`src/rtl/vga_wbuf_pkg.sv`:
```
// Shared types and register map for the AHB VGA write buffer.
package vga_wbuf_pkg;

  // Entry fields are sized for the widest legal PIX_AW/DATA_W; narrower instances leave upper bits at zero.
  localparam int unsigned ENTRY_AW = 30;
  localparam int unsigned ENTRY_DW = 32;

  localparam logic [23:0] CONSOLE_OFS = 24'h000000;
  localparam logic [23:0] CTRL_OFS    = 24'h000004;
  localparam logic [23:0] STATUS_OFS  = 24'h000008;
  localparam logic [23:0] STALL_OFS   = 24'h00000C;
  localparam logic [23:0] DRAIN_OFS   = 24'h000010;

  localparam int unsigned STAT_FULL_BIT   = 8;
  localparam int unsigned STAT_EMPTY_BIT  = 9;
  localparam int unsigned STAT_SCROLL_BIT = 10;
  localparam int unsigned STAT_OVF_BIT    = 11;

  localparam int unsigned SPLIT_W   = 10;
  localparam int unsigned OVF_LIMIT = 1023;

  typedef enum logic {
    DEST_CON = 1'b0,
    DEST_IMG = 1'b1
  } dest_e;

  typedef struct packed {
    dest_e                dest;
    logic [ENTRY_AW-1:0]  addr;
    logic [ENTRY_DW-1:0]  data;
  } wbuf_entry_t;

endpackage

```
`src/rtl/vga_wbuf_fifo.sv`:
```
// Synchronous write-buffer FIFO of wbuf_entry_t; pointers carry an extra wrap bit
// so full and empty are distinguishable when the indices match.
module vga_wbuf_fifo
  import vga_wbuf_pkg::*;
#(
  parameter int unsigned DEPTH = 8,
  localparam int unsigned AW   = $clog2(DEPTH)
) (
  input  logic         clk,
  input  logic         rst,
  input  logic         push,
  input  wbuf_entry_t  wdata,
  input  logic         pop,
  output wbuf_entry_t  rdata,
  output logic         full,
  output logic         empty,
  output logic [AW:0]  level
);

  logic [AW:0] wptr_q, wptr_d;
  logic [AW:0] rptr_q, rptr_d;
  logic        push_ok, pop_ok;
  wbuf_entry_t mem_q [DEPTH];

  assign empty   = (wptr_q == rptr_q);
  assign full    = (wptr_q[AW] != rptr_q[AW]) && (wptr_q[AW-1:0] == rptr_q[AW-1:0]);
  assign level   = wptr_q - rptr_q;
  assign push_ok = push && !full;
  assign pop_ok  = pop && !empty;
  assign rdata   = mem_q[rptr_q[AW-1:0]];

  // NOTE: every always_comb output is given a default first, so no path leaves it unassigned and no latch is inferred.
  always_comb begin
    wptr_d = wptr_q;
    rptr_d = rptr_q;
    if (push_ok) wptr_d = wptr_q + (AW+1)'(1);
    if (pop_ok)  rptr_d = rptr_q + (AW+1)'(1);
  end

  // NOTE: flops use non-blocking assignments so every register samples pre-edge values regardless of block order.
  always_ff @(posedge clk or posedge rst) begin
    if (rst) begin
      wptr_q <= '0;
      rptr_q <= '0;
    end else begin
      wptr_q <= wptr_d;
      rptr_q <= rptr_d;
    end
  end

  // NOTE: storage is deliberately not reset; the pointers alone define which entries are live.
  always_ff @(posedge clk) begin
    if (push_ok) mem_q[wptr_q[AW-1:0]] <= wdata;
  end

endmodule

```
`src/rtl/ahb_vga_wbuf.sv`:
```
// AHB-Lite front end for the VGA sinks: console/image writes are queued and drained in order.
// Optional stall/drain counters are built when VGA_WBUF_STATS_EN is defined.
module ahb_vga_wbuf
  import vga_wbuf_pkg::*;
#(
  parameter int unsigned DEPTH     = 8,
  parameter int unsigned DATA_W    = 8,
  parameter int unsigned PIX_AW    = 14,
  parameter int unsigned SPLIT_RST = 240,
  parameter logic [23:0] IMG_BASE  = 24'h001000
) (
  input  logic              HCLK,
  input  logic              HRESET,
  input  logic              HSEL,
  input  logic [31:0]       HADDR,
  input  logic [1:0]        HTRANS,
  input  logic              HWRITE,
  input  logic [31:0]       HWDATA,
  input  logic              HREADY,
  output logic [31:0]       HRDATA,
  output logic              HREADYOUT,
  input  logic              scroll,
  output logic              con_we,
  output logic [DATA_W-1:0] con_data,
  output logic              img_we,
  output logic [PIX_AW-1:0] img_addr,
  output logic [DATA_W-1:0] img_data,
  input  logic [9:0]        pixel_x,
  input  logic [DATA_W-1:0] console_rgb,
  input  logic [DATA_W-1:0] image_rgb,
  output logic [DATA_W-1:0] rgb_out
);

  localparam int unsigned LW = $clog2(DEPTH) + 1;

  logic               dp_valid_q, dp_valid_d;
  logic               dp_write_q, dp_write_d;
  logic [23:0]        dp_addr_q,  dp_addr_d;
  logic [SPLIT_W-1:0] split_x_q,  split_x_d;
  logic [9:0]         stall_run_q, stall_run_d;
  logic               ovf_q, ovf_d;
  logic               con_we_q, con_we_d, img_we_q, img_we_d;
  logic [DATA_W-1:0]  con_data_q, con_data_d, img_data_q, img_data_d;
  logic [PIX_AW-1:0]  img_addr_q, img_addr_d;

  logic        sel_con, sel_ctrl, sel_status, sel_stats, sel_img;
  logic        push_phase, hready_out, push, pop, wr_ok;
  logic        fifo_full, fifo_empty;
  logic [LW-1:0] fifo_level;
  wbuf_entry_t push_entry, head;
  logic [31:0] status_word, rdata;

  always_comb begin
    dp_valid_d = dp_valid_q;
    dp_write_d = dp_write_q;
    dp_addr_d  = dp_addr_q;
    if (HREADY) begin
      dp_valid_d = HSEL && HTRANS[1];
      dp_write_d = HWRITE;
      dp_addr_d  = HADDR[23:0];
    end
  end

  assign sel_con    = (dp_addr_q == CONSOLE_OFS);
  assign sel_ctrl   = (dp_addr_q == CTRL_OFS);
  assign sel_status = (dp_addr_q == STATUS_OFS);
  assign sel_stats  = (dp_addr_q == STALL_OFS) || (dp_addr_q == DRAIN_OFS);
  assign sel_img    = (dp_addr_q >= IMG_BASE);

  // A full FIFO stalls the push even if the head pops this cycle, keeping HREADYOUT off the pop path.
  assign push_phase = dp_valid_q && dp_write_q && (sel_con || sel_img);
  assign hready_out = !(push_phase && fifo_full);
  assign push       = push_phase && hready_out;
  assign wr_ok      = dp_valid_q && dp_write_q && hready_out;

  always_comb begin
    push_entry      = '0;
    push_entry.dest = sel_img ? DEST_IMG : DEST_CON;
    if (sel_img) push_entry.addr = ENTRY_AW'(dp_addr_q[PIX_AW+1:2]);
    push_entry.data = ENTRY_DW'(HWDATA[DATA_W-1:0]);
  end

  vga_wbuf_fifo #(.DEPTH(DEPTH)) u_fifo (
    .clk   (HCLK),
    .rst   (HRESET),
    .push  (push),
    .wdata (push_entry),
    .pop   (pop),
    .rdata (head),
    .full  (fifo_full),
    .empty (fifo_empty),
    .level (fifo_level)
  );

  // Image entries never wait; a console head blocks everything behind it while scrolling.
  assign pop = !fifo_empty && ((head.dest == DEST_IMG) || !scroll);

  always_comb begin
    con_we_d   = pop && (head.dest == DEST_CON);
    img_we_d   = pop && (head.dest == DEST_IMG);
    con_data_d = con_we_d ? head.data[DATA_W-1:0] : '0;
    img_data_d = img_we_d ? head.data[DATA_W-1:0] : '0;
    img_addr_d = img_we_d ? head.addr[PIX_AW-1:0] : '0;
  end

  always_comb begin
    split_x_d   = split_x_q;
    stall_run_d = '0;
    ovf_d       = ovf_q;
    if (wr_ok && sel_ctrl) split_x_d = HWDATA[SPLIT_W-1:0];
    if (!hready_out)
      stall_run_d = (stall_run_q == 10'(OVF_LIMIT)) ? stall_run_q : stall_run_q + 10'd1;
    if (wr_ok && sel_status && HWDATA[STAT_OVF_BIT]) ovf_d = 1'b0;
    if (!hready_out && (stall_run_q == 10'(OVF_LIMIT))) ovf_d = 1'b1;
  end

  always_ff @(posedge HCLK or posedge HRESET) begin
    if (HRESET) begin
      dp_valid_q  <= 1'b0;
      dp_write_q  <= 1'b0;
      dp_addr_q   <= '0;
      split_x_q   <= SPLIT_W'(SPLIT_RST);
      stall_run_q <= '0;
      ovf_q       <= 1'b0;
      con_we_q    <= 1'b0;
      img_we_q    <= 1'b0;
      con_data_q  <= '0;
      img_data_q  <= '0;
      img_addr_q  <= '0;
    end else begin
      dp_valid_q  <= dp_valid_d;
      dp_write_q  <= dp_write_d;
      dp_addr_q   <= dp_addr_d;
      split_x_q   <= split_x_d;
      stall_run_q <= stall_run_d;
      ovf_q       <= ovf_d;
      con_we_q    <= con_we_d;
      img_we_q    <= img_we_d;
      con_data_q  <= con_data_d;
      img_data_q  <= img_data_d;
      img_addr_q  <= img_addr_d;
    end
  end

`ifdef VGA_WBUF_STATS_EN
  logic [31:0] stall_cnt_q, stall_cnt_d;
  logic [31:0] drain_cnt_q, drain_cnt_d;

  always_comb begin
    stall_cnt_d = stall_cnt_q;
    drain_cnt_d = drain_cnt_q;
    if (wr_ok && sel_stats) begin
      stall_cnt_d = '0;
      drain_cnt_d = '0;
    end else begin
      if (!hready_out && (stall_cnt_q != '1)) stall_cnt_d = stall_cnt_q + 32'd1;
      if (pop && (drain_cnt_q != '1))         drain_cnt_d = drain_cnt_q + 32'd1;
    end
  end

  always_ff @(posedge HCLK or posedge HRESET) begin
    if (HRESET) begin
      stall_cnt_q <= '0;
      drain_cnt_q <= '0;
    end else begin
      stall_cnt_q <= stall_cnt_d;
      drain_cnt_q <= drain_cnt_d;
    end
  end
`endif

  always_comb begin
    status_word                  = '0;
    status_word[7:0]             = 8'(fifo_level);
    status_word[STAT_FULL_BIT]   = fifo_full;
    status_word[STAT_EMPTY_BIT]  = fifo_empty;
    status_word[STAT_SCROLL_BIT] = scroll;
    status_word[STAT_OVF_BIT]    = ovf_q;
  end

  always_comb begin
    rdata = '0;
    if (dp_valid_q && !dp_write_q) begin
      case (dp_addr_q)
        CTRL_OFS:   rdata = 32'(split_x_q);
        STATUS_OFS: rdata = status_word;
`ifdef VGA_WBUF_STATS_EN
        STALL_OFS:  rdata = stall_cnt_q;
        DRAIN_OFS:  rdata = drain_cnt_q;
`endif
        default:    rdata = '0;
      endcase
    end
  end

  assign HRDATA    = rdata;
  assign HREADYOUT = hready_out;
  assign con_we    = con_we_q;
  assign con_data  = con_data_q;
  assign img_we    = img_we_q;
  assign img_addr  = img_addr_q;
  assign img_data  = img_data_q;
  assign rgb_out   = HRESET ? '0 : ((pixel_x < split_x_q) ? console_rgb : image_rgb);

  logic unused_bits;
  assign unused_bits = ^{HADDR[31:24], HTRANS[0], HWDATA, head, sel_stats};

endmodule

```
`config.mk`:
```
export PLATFORM = sky130hd
export DESIGN_NAME = ahb_vga_wbuf
export DESIGN_NICKNAME = d
export VERILOG_FILES = /design/src/rtl/vga_wbuf_pkg.sv /design/src/rtl/vga_wbuf_fifo.sv /design/src/rtl/ahb_vga_wbuf.sv
export SDC_FILE = /design/constraint.sdc
export NUM_CORES = 1
export LEC_CHECK = 0
export CORE_ASPECT_RATIO = 1.75
export CORE_MARGIN = 4
export CORE_UTILIZATION = 41
export CTS_BUF_LIST = sky130_fd_sc_hd__clkbuf_2
export CTS_CLUSTER_DIAMETER = 40
export DETAILED_ROUTE_END_ITERATION = 6
export GPL_TIMING_DRIVEN = 0
export PLACE_DENSITY = 0.62
export SYNTH_ARGS = -nofsm -noshare
export SYNTH_HDL_FRONTEND = slang
export SYNTH_SLANG_ARGS = --single-unit
```
`constraint.sdc`:
```
create_clock -name HCLK -period 8.8 [get_ports HCLK]
set_input_delay 2.64 -clock HCLK [delete_from_list [all_inputs] [get_ports HCLK]]
set_output_delay 2.64 -clock HCLK [all_outputs]
set_load 0.01 [all_outputs]
```
### Yosys cells after proc, flatten, opt, wreduce, memory -nomap -nowiden

Memories as Yosys holds them, arrays and structs flattened.
Index checks and enable logic that the tools add are counted.

* register bits after elaboration: 87
* RAM bits: 184
* memories kept: 1
* output and inout port bits: 73
* input bits: 98
* logic and storage cells: 69

* equal/unequal tests: 7
* reductions and logical operators: 26
* $lt $le $gt $ge: 2
* multiplexer cells: 15
* add/sub/neg operators: 4
* bitwise gates (word level): 1

Memories
* u_fifo.mem_q: depth 8, width 23, read ports 1, clocked after Yosys merged registers in 0, wr ports 1, line vga_wbuf_fifo.sv:23 `wbuf_entry_t mem_q [DEPTH];`

Operators with widths (number)
* 8-bit two-way mux: 4
* 14-bit two-way mux: 2
* 24-bit by 3-bit == test with 1-bit output (second input constant): 1
* 24-bit by 4-bit == test with 1-bit output (second input constant): 1
* 24-bit by 13-bit >= comparator with 1-bit output (second input constant): 1
* 24-bit logical NOT: 1
* 12-bit one-hot mux with 2 select lines: 1
* 10-bit two-way mux: 2
* 1-bit logical AND: 17
* 12-bit two-way mux: 1
* 10-bit by 1-bit adder with 10-bit output (second input constant): 1
* 10-bit == test (second input constant): 1
* 10-bit < comparator: 1
* 4-bit by 1-bit adder with 4-bit output (second input constant): 2
* 1-bit logical NOT: 5
* 1-bit two-way mux: 5
* 4-bit == test: 1
* 4-bit subtractor: 1
* 3-bit == test: 1
* 1-bit logical OR: 2
* 2-bit != test (second input constant): 1
* 2-bit nonzero test: 1
* 1-bit != test: 1
* 1-bit inverter: 1

### Longest topological paths before layout

* word-level depth: 10
* mapped depth: 10
* gate-level depth less buffers: 7

### Modules after synthesis

Synthesis repeated with hierarchy kept, for this count alone.

* cells, all modules: 1257
* area total of the unflattened synthesis: 23406.2 sq um

By module, submodules not included
* vga_wbuf_fifo: times used 1, area each 19630.1 sq um, cells an instance 921
* ahb_vga_wbuf: times used 1, area each 3776.1 sq um, cells an instance 336

### Least setup slack after synthesis

Ideal clock, no wire load.

* kind: input-to-output
* from: in HRESET
* to: out rgb_out[5]
* setup slack: 0.251 ns
* buffers on the path: 1
* arrival time: 5.909 ns
* data required time: 6.160 ns
* cell stages on the path: 4
* path through: clkinv_1 -> clkbuf_1 -> nand2_1 -> mux2i_1

* cells in the longest elaborated chain, start to end: 1

Ends and longest elaborated chain
* from (decl): line ahb_vga_wbuf.sv:13 `input logic HRESET,`
* 8-bit two-way mux: line ahb_vga_wbuf.sv:203 `assign rgb_out = HRESET ? '0 : ((pixel_x < split_x_q) ? console_rgb : image_rgb);`
* to (decl): line ahb_vga_wbuf.sv:31 `output logic [DATA_W-1:0] rgb_out`

Every way passes these cells.

### Worst setup path in the final report

* from: in pixel_x[8]
* to: out rgb_out[5]

* cells in the longest elaborated chain, start to end: 3

Ends and longest elaborated chain
* from (decl): line ahb_vga_wbuf.sv:28 `input logic [9:0] pixel_x,`
* 10-bit < comparator: line ahb_vga_wbuf.sv:203
* 8-bit two-way mux (2 in a row): line ahb_vga_wbuf.sv:203

Every way passes these cells.

==> flow_results.org <==
** Critical path
- Critical register-to-register path endpoint :: u_fifo.mem_q[4][19]$_DFFE_PP_
- Sort of element at the start of the critical path :: input port
- The most critical setup path has its startpoint at pixel_x[8].
- STA classifies the critical path endpoint as a primary output.
- The worst register-to-register path begins at u_fifo.rptr_q[1]$_DFFE_PP0P_.
- In this run the register-to-register setup slack is 4140 ps.
- Setup crit end :: rgb_out[5]
- At the worst endpoint, the arrival time is 5190 ps.
- Critical path class :: in2out
- Of all nets on the critical path, the largest fanout is 8.
- Data on the critical path is required at its endpoint by 6160 ps.
- Depth of the worst register-to-register path :: 11

** Floorplanning
- Total Die Area :: 29,900 um2
- DIE HEIGHT :: 226 um
- Row generation in the floorplan step produced 79 rows.
- For this design the top-level I/O count stands at 171.
- After floorplanning, the core was sized to cover 26,700 um2.
- Once the floorplan was initialized, standard cells occupied 41.6% of the core.
- Width of the chip :: 132 um

** STA
- After layout, the worst path uses 88.9% of the clock period.
- On the final layout, the worst clock skew is 39.6 ps.
- Final min period :: 7830 ps
- Final-report hold violation count :: 0
- Worst hold-check slack :: 518 ps
- In this run the tightest slew margin relative to its limit is 30.0%.
- RSZ-0062 raised after global routing :: false
- Worst Tran Pin Value :: 1040 ps
- Setup violations remaining at the end of the flow were counted as 0.
- Highest attainable clock frequency :: 128 MHz
- The number of pins with negative max-slew slack in the final report is 0.
- Once routing completed, OpenROAD measured the worst setup slack at 973 ps.

** Logic synthesis
- Most used flip-flop cell after synthesis :: sky130_fd_sc_hd__edfxtp_1
- Simple-gate share of the synthesized area :: 7.50%
- Yosys mapped a number of flops with a built-in enable equal to 184.
- Synth cell types :: 54
- In the synthesized netlist the async set-or-reset flop fraction comes to 32.1%.
- Cell count after synthesis :: 684
- Area of the mapped netlist :: 11,100 um2
- Number of synthesized register bits :: 271
- The top cell type by area accounts for 49.8% of the synthesized area.
- Mean area per synthesized cell :: 16.2 um2
- Adder and majority cell fraction of the synthesized area :: 1.87%
- For this run, the register share of the synthesized area comes to 69.5%.
- Summing the areas of all compound-gate instances in the mapped netlist gives 2.82% of the synthesized area.
- Portion of netlist area occupied by mux cells :: 13.8%
- Library cell occupying the most area in the post-synthesis netlist :: sky130_fd_sc_hd__edfxtp_1
- Largest cells by area after synthesis :: sky130_fd_sc_hd__edfxtp_1 (50%), sky130_fd_sc_hd__dfrtp_1 (19%), sky130_fd_sc_hd__mux4_2 (9.1%)
- Count of yosys warnings during synthesis :: 0
- Combinational family with the most area after synthesis :: multiplexers
- Summing the areas of all xor and xnor instances in the mapped netlist gives 1.11% of the synthesized area.

** Outcome
- Result of the run :: finished, final reports clean

** Finish
- Area growth syn-to-layout :: 22.9%
- At the end of the flow, the number of nets in the layout was 1,025.
- Summing all multi-input logic gate instances after layout gives 3120 um2.
- Fraction of layout instances using a drive strength above 1 :: 26.1%
- Register area :: 7710 um2
- Leaving out fill and tap cells, the most frequent cell in the layout is sky130_fd_sc_hd__edfxtp_1.
- Leaving out fill and tap cells, the most frequent cells in the layout are sky130_fd_sc_hd__edfxtp_1 (184), sky130_fd_sc_hd__clkdlybuf4s50_1 (119), sky130_fd_sc_hd__clkbuf_2 (92).
- The filler cells instantiated in the layout total 2,342.
- Util after Layout :: 51.1%

** Route
- Count of vias placed by the detailed router :: 6,582
- For this block, the initial DRC count from the detailed router was 354.
- In the final routed layout, each cell accounts on average for 19.2 um.
- Drt drc :: 0
- For this run, the detailed router's first-pass iteration total came to 5.
- Using the TritonRoute via totals, the vias-per-cell ratio works out to 5.11.
- Final wirelength :: 24,700 um
- Antenna-violating nets left :: 0

** Place
- Number of I/O port buffers :: 119
- The HPWL after detailed placement is 17,300 um.
- Routability Congestion :: 0.753
- Placement-stage worst setup slack :: 922 ps

** Global route
- The number of global-route vias before repair is 7,054.
- Wire length of the first global-routing pass :: 38,700 um
- The layer flagged by global routing as most heavily used is met2.
- Global route total overflow :: 0
- Overall track demand over capacity in global routing :: 16.9%
- Met3 routing resource usage after global routing :: 3.88%
- Pin count of the biggest net entering global routing :: 56
- For met2 alone, demand over resource in global routing was 31.7%.
- Number of antenna violations at the first check in global routing :: 1
- Grt met1 use :: 18.4%

** CTS
- CTS Hold Buffers Added :: 0
- Post-CTS clock slew at the launch and capture registers of the worst setup and hold paths :: 120 ps
- Counting along the longest clock path gives a buffer depth of 3.
- TritonCTS built the clock tree.
- H-tree levels :: 2
- Number of setup buffers added after CTS :: 0
- Number of sinks driven by the clock tree :: 271
- Post-CTS repair changed the size of 0 cells.
- Source-to-sink clock delay at the later pin of the worst-skew pair :: 890 ps
- CTS Buf Count :: 60
- Clock Root Buffer :: sky130_fd_sc_hd__clkbuf_2

** Job
- Max-cap violations in this run came to 0.

** Power
- Switching power :: 1110 uW
- P_int :: 2260 uW
- Registers are responsible for 46.3% of the overall power.
- Sw Ratio :: 32.9%
- The share of total power dissipated in combinational logic is 30.8%.
- Share of total power in the clock network :: 22.9%
- Power spread over the standard cell area amounts to 247 nW/um2.
- Worst-case vdd ir drop :: 0.0956 mV
- Leakage power total :: 0.00529 uW

** Min path
- The worst hold path belongs to the class reg2reg.
[power by group through the flow]
stage	logic, uW	registers, uW	clock network, uW
after global routing	1130	1570	876
after floorplan	637	1600	0
after CTS	1060	1560	806
after global placement	1040	1590	0
final	1040	1560	773
after detailed placement	1060	1590	0
[layer usage]
metal	part of all wire, %	wire [um]
met1	36	8980
met2	55	13600
met3	5.8	1440
met4	2.7	675
met5	0	0
[worst max-delay path, cell delays in order]
cell,delay [ps]
sky130_fd_sc_hd__clkdlybuf4s50_1,400
sky130_fd_sc_hd__ha_1,310
sky130_fd_sc_hd__a211oi_1,320
sky130_fd_sc_hd__o211ai_1,200
sky130_fd_sc_hd__o31ai_4,500
sky130_fd_sc_hd__mux2i_1,250
sky130_fd_sc_hd__clkdlybuf4s50_1,560
[sequential cells by signal, summed over array words and instances, names as in the netlist]
name / flops
u_fifo.mem_q: 184
dp_addr_q: 24
img_addr: 14
split_x_q: 10
stall_run_q: 10
con_data: 8
img_data: 8
u_fifo.rptr_q: 4
u_fifo.wptr_q: 4
con_we: 1
dp_valid_q: 1
dp_write_q: 1
img_we: 1
ovf_q: 1
[metrics by stage]
| stage | instance area (um2) | TNS, ps | std cells | total power, uW |
|---|---|---|---|---|
| 4_1_cts | 13600 | 0 | 1286 | 3430 |
| 5_1_grt | 13600 | 0 | 1287 | 3580 |
| 3_3_place_gp | 12800 | -16890 | 1146 | 2620 |
| 6_report | 13600 | 0 | 1287 | 3370 |
| 3_5_place_dp | 13100 | 0 | 1173 | 2650 |
| 2_1_floorplan | 11200 | 0 | 703 | 2240 |
[cell type report]
type	count	area share, %
Clock inverter	21	0.651
Sequential cell	271	56.5
Antenna cell	1	0.0183
Tap cell	324	2.97
Clock buffer	92	3.38
Timing Repair Buffer	146	10.8
Buffer	50	2.14
Inverter	25	0.688
Multi-Input combinational cell	357	22.9
[how the worst min path moves through the flow]
stage / from / end / slack, ps / depth (start not counted)
after floorplan: ovf_q$_DFFE_PP0P_ / ovf_q$_DFFE_PP0P_ / 460 / 1
after global placement: ovf_q$_DFFE_PP0P_ / ovf_q$_DFFE_PP0P_ / 480 / 1
after detailed placement: ovf_q$_DFFE_PP0P_ / ovf_q$_DFFE_PP0P_ / 480 / 1
after CTS: ovf_q$_DFFE_PP0P_ / ovf_q$_DFFE_PP0P_ / 520 / 1
after global routing: dp_addr_q[19]$_DFFE_PP0P_ / dp_addr_q[19]$_DFFE_PP0P_ / 550 / 1
final: ovf_q$_DFFE_PP0P_ / ovf_q$_DFFE_PP0P_ / 520 / 1
[synthesized netlist by cell type (2+ instances only)]
cell and n:
sky130_fd_sc_hd__edfxtp_1 184, sky130_fd_sc_hd__dfrtp_1 83, sky130_fd_sc_hd__nand2_1 65, sky130_fd_sc_hd__mux4_2 45, sky130_fd_sc_hd__nor2_1 41, sky130_fd_sc_hd__mux2_2 26
sky130_fd_sc_hd__inv_1 22, sky130_fd_sc_hd__buf_4 20, sky130_fd_sc_hd__a21oi_1 18, sky130_fd_sc_hd__mux2i_1 18, sky130_fd_sc_hd__clkbuf_1 17, sky130_fd_sc_hd__ha_1 15
sky130_fd_sc_hd__o21ai_0 14, sky130_fd_sc_hd__and2_1 9, sky130_fd_sc_hd__nand3_1 9, sky130_fd_sc_hd__and3_1 8, sky130_fd_sc_hd__buf_2 8, sky130_fd_sc_hd__nor4_1 7
sky130_fd_sc_hd__xnor2_1 7, sky130_fd_sc_hd__xor2_1 7, sky130_fd_sc_hd__nand4_1 6, sky130_fd_sc_hd__a22oi_1 5, sky130_fd_sc_hd__nor3_1 5, sky130_fd_sc_hd__dfstp_2 4
sky130_fd_sc_hd__buf_1 3, sky130_fd_sc_hd__nand2b_1 3, sky130_fd_sc_hd__nor4_2 3, sky130_fd_sc_hd__a21o_1 2, sky130_fd_sc_hd__buf_6 2, sky130_fd_sc_hd__clkinv_1 2
sky130_fd_sc_hd__nor4_4 2, sky130_fd_sc_hd__o21ai_1 2
[kinds of logic after synthesis]
| family | after synthesis |
|---|---|
| AO/OA/AOI/OAI | 50 |
| XOR/XNOR | 14 |
| adder cells (fa/ha/maj) | 16 |
| buffers and inverters | 75 |
| flip-flops | 271 |
| multiplexers | 91 |
| other | 1 |
| AND/OR/NAND/NOR | 166 |
(Power assumes the default switching activity.)
